$ cat config.mk
export PLATFORM = sky130hd
export DESIGN_NAME = alu_seq8
export DESIGN_NICKNAME = d
export VERILOG_FILES = /design/src/rtl/alu_seq8.sv
export SDC_FILE = /design/constraint.sdc
export NUM_CORES = 1
export LEC_CHECK = 0
export ABC_AREA = 1
export BUFFER_PORTS_ARGS = -buffer_cell sky130_fd_sc_hd__buf_4
export CAP_MARGIN = 5
export CORE_AREA = 4 4 52 101
export DETAILED_ROUTE_END_ITERATION = 6
export DIE_AREA = 0 0 56 105
export HOLD_SLACK_MARGIN = 0.1
export PLACE_DENSITY = 0.57
export RECOVER_POWER = 100
export SYNTH_ARGS = -nofsm -noshare
export SYNTH_HDL_FRONTEND = slang
export SYNTH_SLANG_ARGS = --single-unit
$ cat constraint.sdc
create_clock -name clk -period 3.2 [get_ports clk]
set_clock_uncertainty 0.15 [all_clocks]
set_input_delay 0.8 -clock clk [delete_from_list [all_inputs] [get_ports clk]]
set_output_delay 0.8 -clock clk [all_outputs]
set_load 0.01 [all_outputs]
$ cat src/rtl/alu_seq8.sv
// Nibble-serial add/subtract unit: one 4-bit slice per clock, LSB slice first.
// Result and flags are registered and only change on the last-slice edge.
module alu_seq8 #(
  parameter int NIBBLES = 2,
  localparam int W = 4 * NIBBLES
) (
  input  logic         clk,
  input  logic         rst,
  input  logic         start,
  input  logic [W-1:0] a,
  input  logic [W-1:0] b,
  input  logic         op,
  output logic         busy,
  output logic         done,
  output logic [W-1:0] result,
  output logic         carry,
  output logic         zero,
  output logic         ovf
);
  localparam int IW = (NIBBLES > 1) ? $clog2(NIBBLES) : 1;

  typedef enum logic [1:0] {IDLE, RUN, DONE} state_t;

  state_t         state_reg, state_next;
  logic [W-1:0]   a_reg, b_reg, acc_reg, acc_next;
  logic           carry_reg;
  logic [IW-1:0]  idx_reg;
  logic [3:0]     a_sl [NIBBLES];
  logic [3:0]     b_sl [NIBBLES];
  logic [3:0]     a_s, b_s, low;
  logic [4:0]     sum;
  logic           last;

  genvar gi;
  generate
    for (gi = 0; gi < NIBBLES; gi++) begin : g_slice
      assign a_sl[gi] = a_reg[4*gi +: 4];
      assign b_sl[gi] = b_reg[4*gi +: 4];
    end
  endgenerate

  // low[3] is the carry into the slice MSB, needed for the overflow flag
  always_comb begin
    a_s  = a_sl[idx_reg];
    b_s  = b_sl[idx_reg];
    sum  = {1'b0, a_s} + {1'b0, b_s} + {4'b0, carry_reg};
    low  = {1'b0, a_s[2:0]} + {1'b0, b_s[2:0]} + {3'b0, carry_reg};
    last = (idx_reg == IW'(NIBBLES - 1));
    acc_next = acc_reg;
    for (int i = 0; i < NIBBLES; i++) begin
      if (idx_reg == IW'(i)) acc_next[4*i +: 4] = sum[3:0];
    end
  end

  always_comb begin
    state_next = state_reg;
    case (state_reg)
      RUN:     if (last) state_next = DONE;
      default: state_next = start ? RUN : IDLE;
    endcase
  end

  always_ff @(posedge clk) begin
    if (rst) state_reg <= IDLE;
    else     state_reg <= state_next;
  end

  always_ff @(posedge clk) begin
    if (rst) begin
      a_reg     <= '0;
      b_reg     <= '0;
      acc_reg   <= '0;
      carry_reg <= 1'b0;
      idx_reg   <= '0;
      busy      <= 1'b0;
      done      <= 1'b0;
      result    <= '0;
      carry     <= 1'b0;
      zero      <= 1'b0;
      ovf       <= 1'b0;
    end else begin
      done <= 1'b0;
      if (state_reg == RUN) begin
        acc_reg   <= acc_next;
        carry_reg <= sum[4];
        idx_reg   <= idx_reg + 1'b1;
        if (last) begin
          busy   <= 1'b0;
          done   <= 1'b1;
          result <= acc_next;
          carry  <= sum[4];
          zero   <= (acc_next == '0);
          ovf    <= low[3] ^ sum[4];
        end
      end else if (start) begin
        // subtract is a + ~b + 1: invert b here and seed the carry with op
        a_reg     <= a;
        b_reg     <= b ^ {W{op}};
        carry_reg <= op;
        idx_reg   <= '0;
        busy      <= 1'b1;
      end
    end
  end
endmodule

Word-level counts from Yosys, hierarchy flattened
Index checks and enable logic that the tools add are counted.
{ "word_totals": {"ff_bits": 41, "latch_bits": 0, "mem_bits_rw": 0, "mem_bits_ro": 0, "input_bits": 20, "output_inout_bits": 13, "wordCells": 49, "memories": 0} }
{ "classes": {"add_sub_neg": 5, "n_mul": 0, "div": 0, "n_lt_le_gt_ge": 1, "eq_ne": 2, "shifts": 0, "mux": 19, "n_bitwise": 4, "reduce_logical": 6} }
{ "ops": {"columns": ["operator", "n"], "rows": [
  ["2-to-1 mux 4 bit", 8],
  ["2-to-1 mux 1 bit", 9],
  ["zero test 8 bit", 1],
  ["XOR 8 bit", 1],
  ["AND reduction 2 bit", 3],
  ["adder 4 x 4 -> 5 bit", 1],
  ["adder 5 x 1 -> 5 bit", 1],
  ["adder 3 x 3 -> 4 bit", 1],
  ["adder 4 x 1 -> 4 bit", 1],
  ["2-to-1 mux 2 bit", 2],
  ["equality test 2 x 1 -> 1 bit, second input constant", 1],
  [">= comparator 2 bit, second input constant", 1],
  ["!= test 2 bit, second input constant", 1],
  ["inverter 1 -> 2 bit", 1],
  ["nonzero test 2 bit", 1],
  ["OR reduction 2 bit", 1],
  ["adder 1 bit, second input constant", 1],
  ["inverter 1 bit", 1],
  ["XOR 1 bit", 1]
]} }

Depth between registers and ports, before layout
Gate-level depths: netlist (run 1).
{ "depth": {"word_depth": 8, "mapped_depth": 14, "ltp_nobuf": 13} }

Least setup slack after synthesis (run 1)
No wires, ideal clock.
{ "synth_timing": {"path_type": "register to register", "start": "register idx_reg", "end": "register zero", "setup_ns": 0.058, "t_arrival_ns": 2.025, "t_required_ns": 2.992, "path_slack_ns": 0.967, "path_stages_with_launch": 12, "path_buffers": 2, "synth_period_minus_slack_ns": 2.233, "cell_sequence": "dfxtp_1 buf_4 clkbuf_1 o21ai_0 fa_1 inv_1 fa_1 nor2_1 nand3_1 nor2_1 nand2_1 nand2_1"} }
{ "synth_via": {"elab_chain_len": 8, "word_cells_on_any_way": 13, "cone_classes": "add/sub (2); mux (8); bitwise (1); reduce/logical (2)"} }
{ "synth_rtl": {"columns": ["item", "line_no", "rtl"], "rows": [
  ["from (decl)", "27", "logic [IW-1:0] idx_reg;"],
  ["from (signal assigned)", "86", "idx_reg <= idx_reg + 1'b1;"],
  ["inverter 1 -> 2 bit (not written as such)", "44, 45", null],
  ["2-to-1 mux 4 bit (on tied branches) (3 in series)", "44, 45", null],
  ["adder 4 x 4 -> 5 bit", "46", "sum = {1'b0, a_s} + {1'b0, b_s} + {4'b0, carry_reg};"],
  ["adder 5 x 1 -> 5 bit", "46", null],
  ["2-to-1 mux 4 bit", "51", "if (idx_reg == IW'(i)) acc_next[4*i +: 4] = sum[3:0];"],
  ["zero test 8 bit", "92", "zero <= (acc_next == '0);"],
  ["to (signal assigned)", "92", null],
  ["to (decl)", "17", "output logic zero,"]
]} }
Parallel ways exist; a longest one is shown, timed or not. The select of a mux whose other input is x is not followed.
A chain may end at the register's enable or synchronous reset.

Final worst setup path (run 1)
Same ends and word-level chain as after synthesis.

==> impl_results.html, run 1 <==
<table>
<tr><th>Metric</th><th>Value</th></tr>
<tr><th colspan="2">Setup path</th></tr>
<tr><td>Launch point of the worst reg-to-reg path</td><td>idx_reg</td></tr>
<tr><td>Largest stage delay on the critical path</td><td>0.62 ns</td></tr>
<tr><td>Reg-to-reg setup timing slack</td><td>0.89 ns</td></tr>
<tr><td>Cells along the critical path</td><td>mux2i_1, fa_1, inv_1, fa_1, nor2_1, nand3_1, nor2_1, nand2_1, nand2_1</td></tr>
<tr><td>CP Max Fanout</td><td>16</td></tr>
<tr><td>Endpoint type of the worst setup path</td><td>flop</td></tr>
<tr><td>Arrival time of the worst setup path</td><td>2.39 ns</td></tr>
<tr><td>Buf+Inv Stages, Crit Path</td><td>1</td></tr>
<tr><td>Required time at the worst-slack endpoint</td><td>3.28 ns</td></tr>
<tr><td>Worst setup path category</td><td>reg2reg</td></tr>
<tr><td>Worst setup path start</td><td>idx_reg</td></tr>
<tr><td>Critical path's slowest cell</td><td>dfxtp_1</td></tr>
<tr><td>Cell family with most CP delay</td><td>adder cells</td></tr>
<tr><td>CP startpoint kind</td><td>flop</td></tr>
<tr><th colspan="2">Die</th></tr>
<tr><td>Die footprint</td><td>0.00588 mm²</td></tr>
<tr><td>Placeable core area</td><td>0.00455 mm²</td></tr>
<tr><td>Number of top-level design ports</td><td>33</td></tr>
<tr><td>Die span in y</td><td>105 µm</td></tr>
<tr><td>Effective utilization at floorplan</td><td>38.4%</td></tr>
<tr><td>Width of the die</td><td>56 µm</td></tr>
<tr><td>Floorplan row count</td><td>35</td></tr>
<tr><th colspan="2">Placement</th></tr>
<tr><td>I/O Buffers</td><td>32</td></tr>
<tr><td>DP HPWL</td><td>3000 µm</td></tr>
<tr><td>Place WS</td><td>0.853 ns</td></tr>
<tr><td>Placer congestion estimate</td><td>0.791</td></tr>
<tr><td>Post-placement cell area</td><td>0.00200 mm²</td></tr>
<tr><td>Post-Place Cells</td><td>312</td></tr>
<tr><th colspan="2">Job</th></tr>
<tr><td>Number of max-capacitance violations reported</td><td>0</td></tr>
<tr><th colspan="2">Final layout</th></tr>
<tr><td>Count of placed standard cells in the final layout, fillers left out</td><td>320</td></tr>
<tr><td>Filler Cells Inserted</td><td>541</td></tr>
<tr><td>Share of post-route cells with drive strength above 1</td><td>12.5%</td></tr>
<tr><td>Area used by sequential logic in the layout</td><td>761 µm²</td></tr>
<tr><td>Final Net Count</td><td>289</td></tr>
<tr><td>Post-Layout Inst Area</td><td>0.00200 mm²</td></tr>
<tr><td>Multi-input gate area</td><td>796 µm²</td></tr>
<tr><td>Area growth from synthesis to layout</td><td>14.4%</td></tr>
<tr><td>Antenna cells</td><td>0</td></tr>
<tr><th colspan="2">Clock network</th></tr>
<tr><td>Sinks on Clock Net</td><td>38</td></tr>
<tr><td>Post_cts resized</td><td>0</td></tr>
<tr><td>Number of levels the H-tree was split into</td><td>2</td></tr>
<tr><td>Worst-skew pair later-pin latency</td><td>0.29 ns</td></tr>
<tr><td>Inserted Clock Buffers</td><td>5</td></tr>
<tr><td>Register clock-pin slew on the reported worst setup and hold paths</td><td>0.07 ns</td></tr>
<tr><td>Post-CTS setup buffer count</td><td>0</td></tr>
<tr><td>Clock tree from TritonCTS</td><td>built</td></tr>
<tr><td>Root Buffer</td><td>clkbuf_8</td></tr>
<tr><td>Hold Buf Count CTS</td><td>0</td></tr>
<tr><td>Max clock buf depth</td><td>2</td></tr>
<tr><th colspan="2">GRT</th></tr>
<tr><td>Congestion Overflow GR</td><td>0</td></tr>
<tr><td>Number of antenna violations at the first check in global routing</td><td>0</td></tr>
<tr><td>Maximum number of pins on one net before global-route repair</td><td>22</td></tr>
<tr><td>Global-route wire length before repair</td><td>6460 µm</td></tr>
<tr><td>Via count of the first global-routing pass</td><td>1,447</td></tr>
<tr><td>Global-route usage over all layers</td><td>14.2%</td></tr>
<tr><th colspan="2">Logic synthesis</th></tr>
<tr><td>Sequential-to-total area share from yosys stat</td><td>43.5%</td></tr>
<tr><td>Largest area contributor in the synthesized netlist</td><td>dfxtp_1</td></tr>
<tr><td>Post-synth design cell area</td><td>0.00175 mm²</td></tr>
<tr><td>Post-synthesis cell count</td><td>234</td></tr>
<tr><td>Flop and latch count out of synthesis</td><td>38</td></tr>
<tr><td>Synthesized area per cell</td><td>7.48 µm²</td></tr>
<tr><td>Library cells used by synthesis</td><td>25</td></tr>
<tr><td>Largest cells by area after synthesis</td><td>dfxtp_1, nand2_1, nor2_1</td></tr>
<tr><td>Warning count from the yosys run</td><td>0</td></tr>
<tr><td>Net count after synthesis</td><td>259</td></tr>
<tr><td>Proportion of netlist area held by the largest area contributor</td><td>43.5%</td></tr>
<tr><th colspan="2">STA</th></tr>
<tr><td>Fmax</td><td>433 MHz</td></tr>
<tr><td>RSZ-0062 raised after global routing</td><td>no</td></tr>
<tr><td>Period Utilization, post-route</td><td>72.2%</td></tr>
<tr><td>Total setup violations reported at the end of the flow</td><td>0</td></tr>
<tr><td>Remaining max-slew budget at the tightest pin</td><td>60.9%</td></tr>
<tr><td>Transition at the pin with the smallest max-transition slack</td><td>0.585 ns</td></tr>
<tr><td>Total negative setup slack</td><td>0 ns</td></tr>
<tr><td>Pins over their slew limit</td><td>0</td></tr>
<tr><td>Final critical-path setup slack</td><td>0.891 ns</td></tr>
<tr><td>Endpoints failing hold</td><td>0</td></tr>
<tr><td>Min Tclk post-route</td><td>2.31 ns</td></tr>
<tr><th colspan="2">Run status</th></tr>
<tr><td>Outcome</td><td>completed</td></tr>
<tr><th colspan="2">Route</th></tr>
<tr><td>Drt wl/cell</td><td>11.8 µm</td></tr>
<tr><td>Length of the first detailed-routing pass in iterations</td><td>4</td></tr>
<tr><td>Vias per inst</td><td>4.57</td></tr>
<tr><td>Vias after detailed routing</td><td>1,462</td></tr>
<tr><td>Total detailed-routing wirelength</td><td>3770 µm</td></tr>
<tr><td>First DRT Iteration DRCs</td><td>13</td></tr>
<tr><td>Antenna Violating Nets Remaining</td><td>0</td></tr>
<tr><td>Number of remaining DRC errors</td><td>0</td></tr>
<tr><th colspan="2">Power</th></tr>
<tr><td>Maximum vdd drop</td><td>0.000297 V</td></tr>
<tr><td>Power density normalized to cell area</td><td>510 mW/mm²</td></tr>
<tr><td>Static Leak</td><td>0.923 nW</td></tr>
<tr><th colspan="2">Min path</th></tr>
<tr><td>Min-delay worst type</td><td>reg2reg</td></tr>
<tr><td>Worst Hold Launch</td><td>result[1]</td></tr>
</table>
[worst paths after layout]
| path | end | depth (start not counted) |
|---|---|---|
| max | zero | 9 |
| min | result[1] | 2 |
| min reg2reg | result[1] | 2 |
| max reg2reg | zero | 9 |
[area by class of cell]
cell class / instances / share of cell area, %
clock buffer: 7 / 4.32
clock inverter: 1 / 0.250
inverter: 25 / 4.82
multi-input combinational: 162 / 39.8
sequential: 38 / 38.0
tap: 55 / 3.44
timing repair buffer: 32 / 9.38
[cell families after synthesis]
kind of cell	share of synthesized area (%)
AO/OA/AOI/OAI	11.0
XOR/XNOR	4.01
flip-flops	43.5
AND/OR/NAND/NOR	27.5
adder cells (fa/ha/maj)	4.44
multiplexers	0.572
buffers and inverters	9.01
[where the power goes]
part           switching, W  internal [W]
registers         0.0000190      0.000502
logic             0.0000985     0.0000640
clock network      0.000163      0.000174
total              0.000281      0.000740
[tightest hold or removal path, delay by kind of cell, from the launching register on]
kind / cells / cell delay [ns]
and+or+nand+nor: 2 / 0.10
DFF: 1 / 0.31
[placed cells by master (no fill, tap or decap)]
master	count
a21oi_1	14
clkbuf_1	15
nor2_4	1
o21ai_0	22
fa_1	2
xor2_1	8
nand4_1	1
mux2i_1	1
nand2_1	66
nor2_1	29
dfxtp_1	38
ha_1	3
buf_4	18
clkinv_2	1
inv_2	3
nand3_1	11
o21ai_2	1
inv_1	21
nand2_2	2
nand3b_1	1
inv_4	1
clkbuf_8	6
[synth_stat cells]
master and count:
nand2_4 2, nor2_4 1, nand4_1 1, clkbuf_1 1, nand3b_1 1, o21ai_0 19, o21ai_1 2, xor2_1 8
mux2i_1 1, o21ai_2 2, buf_2 4, buf_6 2, nor2_8 1, buf_4 2, fa_1 2, nand3_1 11
inv_1 19, dfxtp_1 38, nor2_1 28, a21oi_1 14, nand2_2 2, ha_1 3, inv_2 5, nand2_1 64
inv_4 1
[metrics by stage]
step                      hold WS [ns]  utilization (%)  power, W
final                            0.296             43.9   0.00102
after global routing             0.322             43.9   0.00108
after CTS                        0.300             45.9   0.00104
after detailed placement         0.288             43.8  0.000706
after global placement           0.280             43.8  0.000705
after floorplan                  0.274                -  0.000655
[metal layers]
metal	GRT usage, %	vias up	part of all wire, %	wire length [µm]
li1	-	784	-	-
met4	7.47	0	3.1	115
met1	12.4	642	36	1360
met5	0	-	0	0
met2	28.4	27	57	2160
met3	2.84	9	3.5	133
Power figures use the tool's default switching activity.
==> inputs of run 2 (changes only) <==
--- a/config.mk
+++ b/config.mk
@@ -12,7 +12,7 @@
 export DETAILED_ROUTE_END_ITERATION = 6
 export DIE_AREA = 0 0 56 105
 export HOLD_SLACK_MARGIN = 0.1
-export PLACE_DENSITY = 0.57
+export PLACE_DENSITY = 0.59
 export RECOVER_POWER = 100
 export SYNTH_ARGS = -nofsm -noshare
 export SYNTH_HDL_FRONTEND = slang
==> constraint.sdc (replaced) <==
create_clock -name clk -period 2.1 [get_ports clk]
set_clock_uncertainty 0.15 [all_clocks]
set_input_delay 0.525 -clock clk [delete_from_list [all_inputs] [get_ports clk]]
set_output_delay 0.525 -clock clk [all_outputs]
set_load 0.01 [all_outputs]
==> run 2 against run 1 <==
Sequential share of layout area decreased by 2.8 points. Die area unchanged. Sequential cell count is the same. Highest routed layer unchanged.
==> impl_results.html, run 2 (same netlist as run 1, synthesis figures left out) <==
<table>
<tr><th>Metric</th><th>Value</th></tr>
<tr><th colspan="2">Clock network</th></tr>
<tr><td>Root Buffer</td><td>clkbuf_8</td></tr>
<tr><td>Hold Buf Count CTS</td><td>0</td></tr>
<tr><td>Register clock-pin slew on the reported worst setup and hold paths</td><td>0.07 ns</td></tr>
<tr><td>Worst-skew pair later-pin latency</td><td>0.29 ns</td></tr>
<tr><td>Max clock buf depth</td><td>2</td></tr>
<tr><td>Number of levels the H-tree was split into</td><td>2</td></tr>
<tr><td>Clock tree from TritonCTS</td><td>built</td></tr>
<tr><td>Sinks on Clock Net</td><td>38</td></tr>
<tr><td>Inserted Clock Buffers</td><td>5</td></tr>
<tr><th colspan="2">Setup path</th></tr>
<tr><td>Reg-to-reg setup timing slack</td><td>0.1 ns</td></tr>
<tr><td>R2r worst-path depth</td><td>11</td></tr>
<tr><td>Endpoint type of the worst setup path</td><td>flop</td></tr>
<tr><td>CP startpoint kind</td><td>flop</td></tr>
<tr><td>Arrival time of the worst setup path</td><td>2.09 ns</td></tr>
<tr><td>Launch point of the worst reg-to-reg path</td><td>idx_reg</td></tr>
<tr><td>Capture point of the worst reg-to-reg path</td><td>zero</td></tr>
<tr><td>Worst setup path category</td><td>reg2reg</td></tr>
<tr><td>CP Max Fanout</td><td>3</td></tr>
<tr><td>Required time at the worst-slack endpoint</td><td>2.19 ns</td></tr>
<tr><th colspan="2">STA</th></tr>
<tr><td>Final critical-path setup slack</td><td>0.0986 ns</td></tr>
<tr><td>Pins over their slew limit</td><td>0</td></tr>
<tr><td>Fmax</td><td>500 MHz</td></tr>
<tr><td>Min Tclk post-route</td><td>2.00 ns</td></tr>
<tr><td>Total negative setup slack</td><td>0 ns</td></tr>
<tr><td>Remaining max-slew budget at the tightest pin</td><td>70.8%</td></tr>
<tr><td>Period Utilization, post-route</td><td>95.3%</td></tr>
<tr><td>Endpoints failing hold</td><td>0</td></tr>
<tr><td>Transition at the pin with the smallest max-transition slack</td><td>0.436 ns</td></tr>
<tr><td>Total setup violations reported at the end of the flow</td><td>0</td></tr>
<tr><td>Worst-case hold slack</td><td>0.296 ns</td></tr>
<tr><th colspan="2">Final layout</th></tr>
<tr><td>Multi-input gate area</td><td>846 µm²</td></tr>
<tr><td>Share of post-route cells with drive strength above 1</td><td>20.0%</td></tr>
<tr><td>Leading cell types in the layout, fill and taps excluded</td><td>nand2_1, dfxtp_1, nor2_1, buf_4, o21ai_0</td></tr>
<tr><td>Filler Cells Inserted</td><td>510</td></tr>
<tr><td>Most common cell after layout, fill and taps aside</td><td>nand2_1</td></tr>
<tr><td>Final Net Count</td><td>299</td></tr>
<tr><td>Area growth from synthesis to layout</td><td>24.1%</td></tr>
<tr><td>Area used by sequential logic in the layout</td><td>764 µm²</td></tr>
<tr><td>Final design utilization</td><td>47.7%</td></tr>
<tr><td>Antenna cells</td><td>0</td></tr>
<tr><th colspan="2">Placement</th></tr>
<tr><td>Place WS</td><td>-0.0659 ns</td></tr>
<tr><td>I/O Buffers</td><td>32</td></tr>
<tr><td>Placer congestion estimate</td><td>0.807</td></tr>
<tr><td>DP HPWL</td><td>3010 µm</td></tr>
<tr><th colspan="2">Die</th></tr>
<tr><td>Effective utilization at floorplan</td><td>38.4%</td></tr>
<tr><td>Floorplan row count</td><td>35</td></tr>
<tr><td>Die footprint</td><td>0.00588 mm²</td></tr>
<tr><td>Width of the die</td><td>56 µm</td></tr>
<tr><td>Die span in y</td><td>105 µm</td></tr>
<tr><td>Number of top-level design ports</td><td>33</td></tr>
<tr><td>Placeable core area</td><td>0.00455 mm²</td></tr>
<tr><th colspan="2">Route</th></tr>
<tr><td>Vias per inst</td><td>4.60</td></tr>
<tr><td>Length of the first detailed-routing pass in iterations</td><td>4</td></tr>
<tr><td>Antenna Violating Nets Remaining</td><td>0</td></tr>
<tr><td>Vias after detailed routing</td><td>1,517</td></tr>
<tr><td>Drt wl/cell</td><td>11.7 µm</td></tr>
<tr><td>Number of remaining DRC errors</td><td>0</td></tr>
<tr><td>First DRT Iteration DRCs</td><td>27</td></tr>
<tr><td>Total detailed-routing wirelength</td><td>3860 µm</td></tr>
<tr><th colspan="2">Job</th></tr>
<tr><td>Number of max-capacitance violations reported</td><td>0</td></tr>
<tr><th colspan="2">Power</th></tr>
<tr><td>Maximum vdd drop</td><td>0.000658 V</td></tr>
<tr><td>Power density normalized to cell area</td><td>783 mW/mm²</td></tr>
<tr><td>Static Leak</td><td>1.00 nW</td></tr>
<tr><td>Total power</td><td>0.00170 W</td></tr>
<tr><th colspan="2">Min path</th></tr>
<tr><td>Worst Hold Launch</td><td>result[1]</td></tr>
<tr><td>Min-delay worst type</td><td>reg2reg</td></tr>
<tr><td>Worst Hold Path EP</td><td>result[1]</td></tr>
<tr><td>Cell depth of the worst min-delay path</td><td>2</td></tr>
<tr><th colspan="2">GRT</th></tr>
<tr><td>Global-route usage over all layers</td><td>14.3%</td></tr>
<tr><td>Global-route wire length before repair</td><td>6440 µm</td></tr>
<tr><td>Maximum number of pins on one net before global-route repair</td><td>16</td></tr>
<tr><td>Congestion Overflow GR</td><td>0</td></tr>
<tr><td>Number of antenna violations at the first check in global routing</td><td>0</td></tr>
<tr><td>Via count of the first global-routing pass</td><td>1,455</td></tr>
<tr><th colspan="2">Run status</th></tr>
<tr><td>Outcome</td><td>completed</td></tr>
</table>
-- run 2: per-layer routing --
layer / wire (µm) / part of all wire (%) / up-vias / GRT usage (%)
met5: 0 / 0 / - / 0
met4: 88 / 2.3 / 0 / 7.64
met3: 169 / 4.4 / 7 / 3.83
met2: 2280 / 59 / 27 / 27.9
met1: 1320 / 34 / 675 / 12.5
li1: - / - / 808 / -
-- run 2: through the flow --
step	instances	cell area, µm²
detailed placement	320	2070
finish	330	2170
floorplan	234	1760
global placement	320	2070
global route	330	2170
CTS	328	2190
-- run 2: power breakdown --
group	leakage (nW)	switching, W	internal [W]
clock	0.0579	0.000257	0.000349
sequential	0.312	0.0000255	0.000765
combinational	0.634	0.000169	0.000134
total	1.00	0.000451	0.00125
-- run 2: area by class of cell --
cell class / count / share of cell area (%)
Clock buffer: 5 / 3.17
Clock inverter: 3 / 1.84
Inverter: 25 / 4.38
Multi-Input combinational cell: 162 / 39.0
Sequential cell: 38 / 35.2
Tap cell: 55 / 3.17
Timing Repair Buffer: 42 / 13.3
-- run 2: worst max path at each step --
stage / slack [ns] / start / endpoint / cells after the start
after floorplan: 0.01 / idx_reg / ovf / 12
after global placement: -0.04 / idx_reg / ovf / 10
after detailed placement: -0.07 / idx_reg / ovf / 10
after CTS: 0.009 / idx_reg / ovf / 11
after global routing: -0.01 / idx_reg / zero / 11
final: 0.1 / idx_reg / zero / 11
-- run 2: worst max-delay path, stage by stage, from the launching register on --
cell and delay [ns]:
dfxtp_4 0.37, buf_12 0.13, nand2_2 0.06, o21ai_2 0.05
fa_2 0.34, inv_2 0.08, fa_2 0.42, nor2_1 0.10
nand3_1 0.08, nor2_1 0.08, nand2_1 0.05, nand2_1 0.04
-- run 2: what timing repair did --
item / 4_1_cts / 5_1_grt
hold endpoints to repair: 0 / 0
gates cloned: 0 / 0
endpoints found under the setup margin: 3 / 4
buffers inserted: 0 / 2
pin swaps: 0 / 2
gates resized for setup: 4 / 6
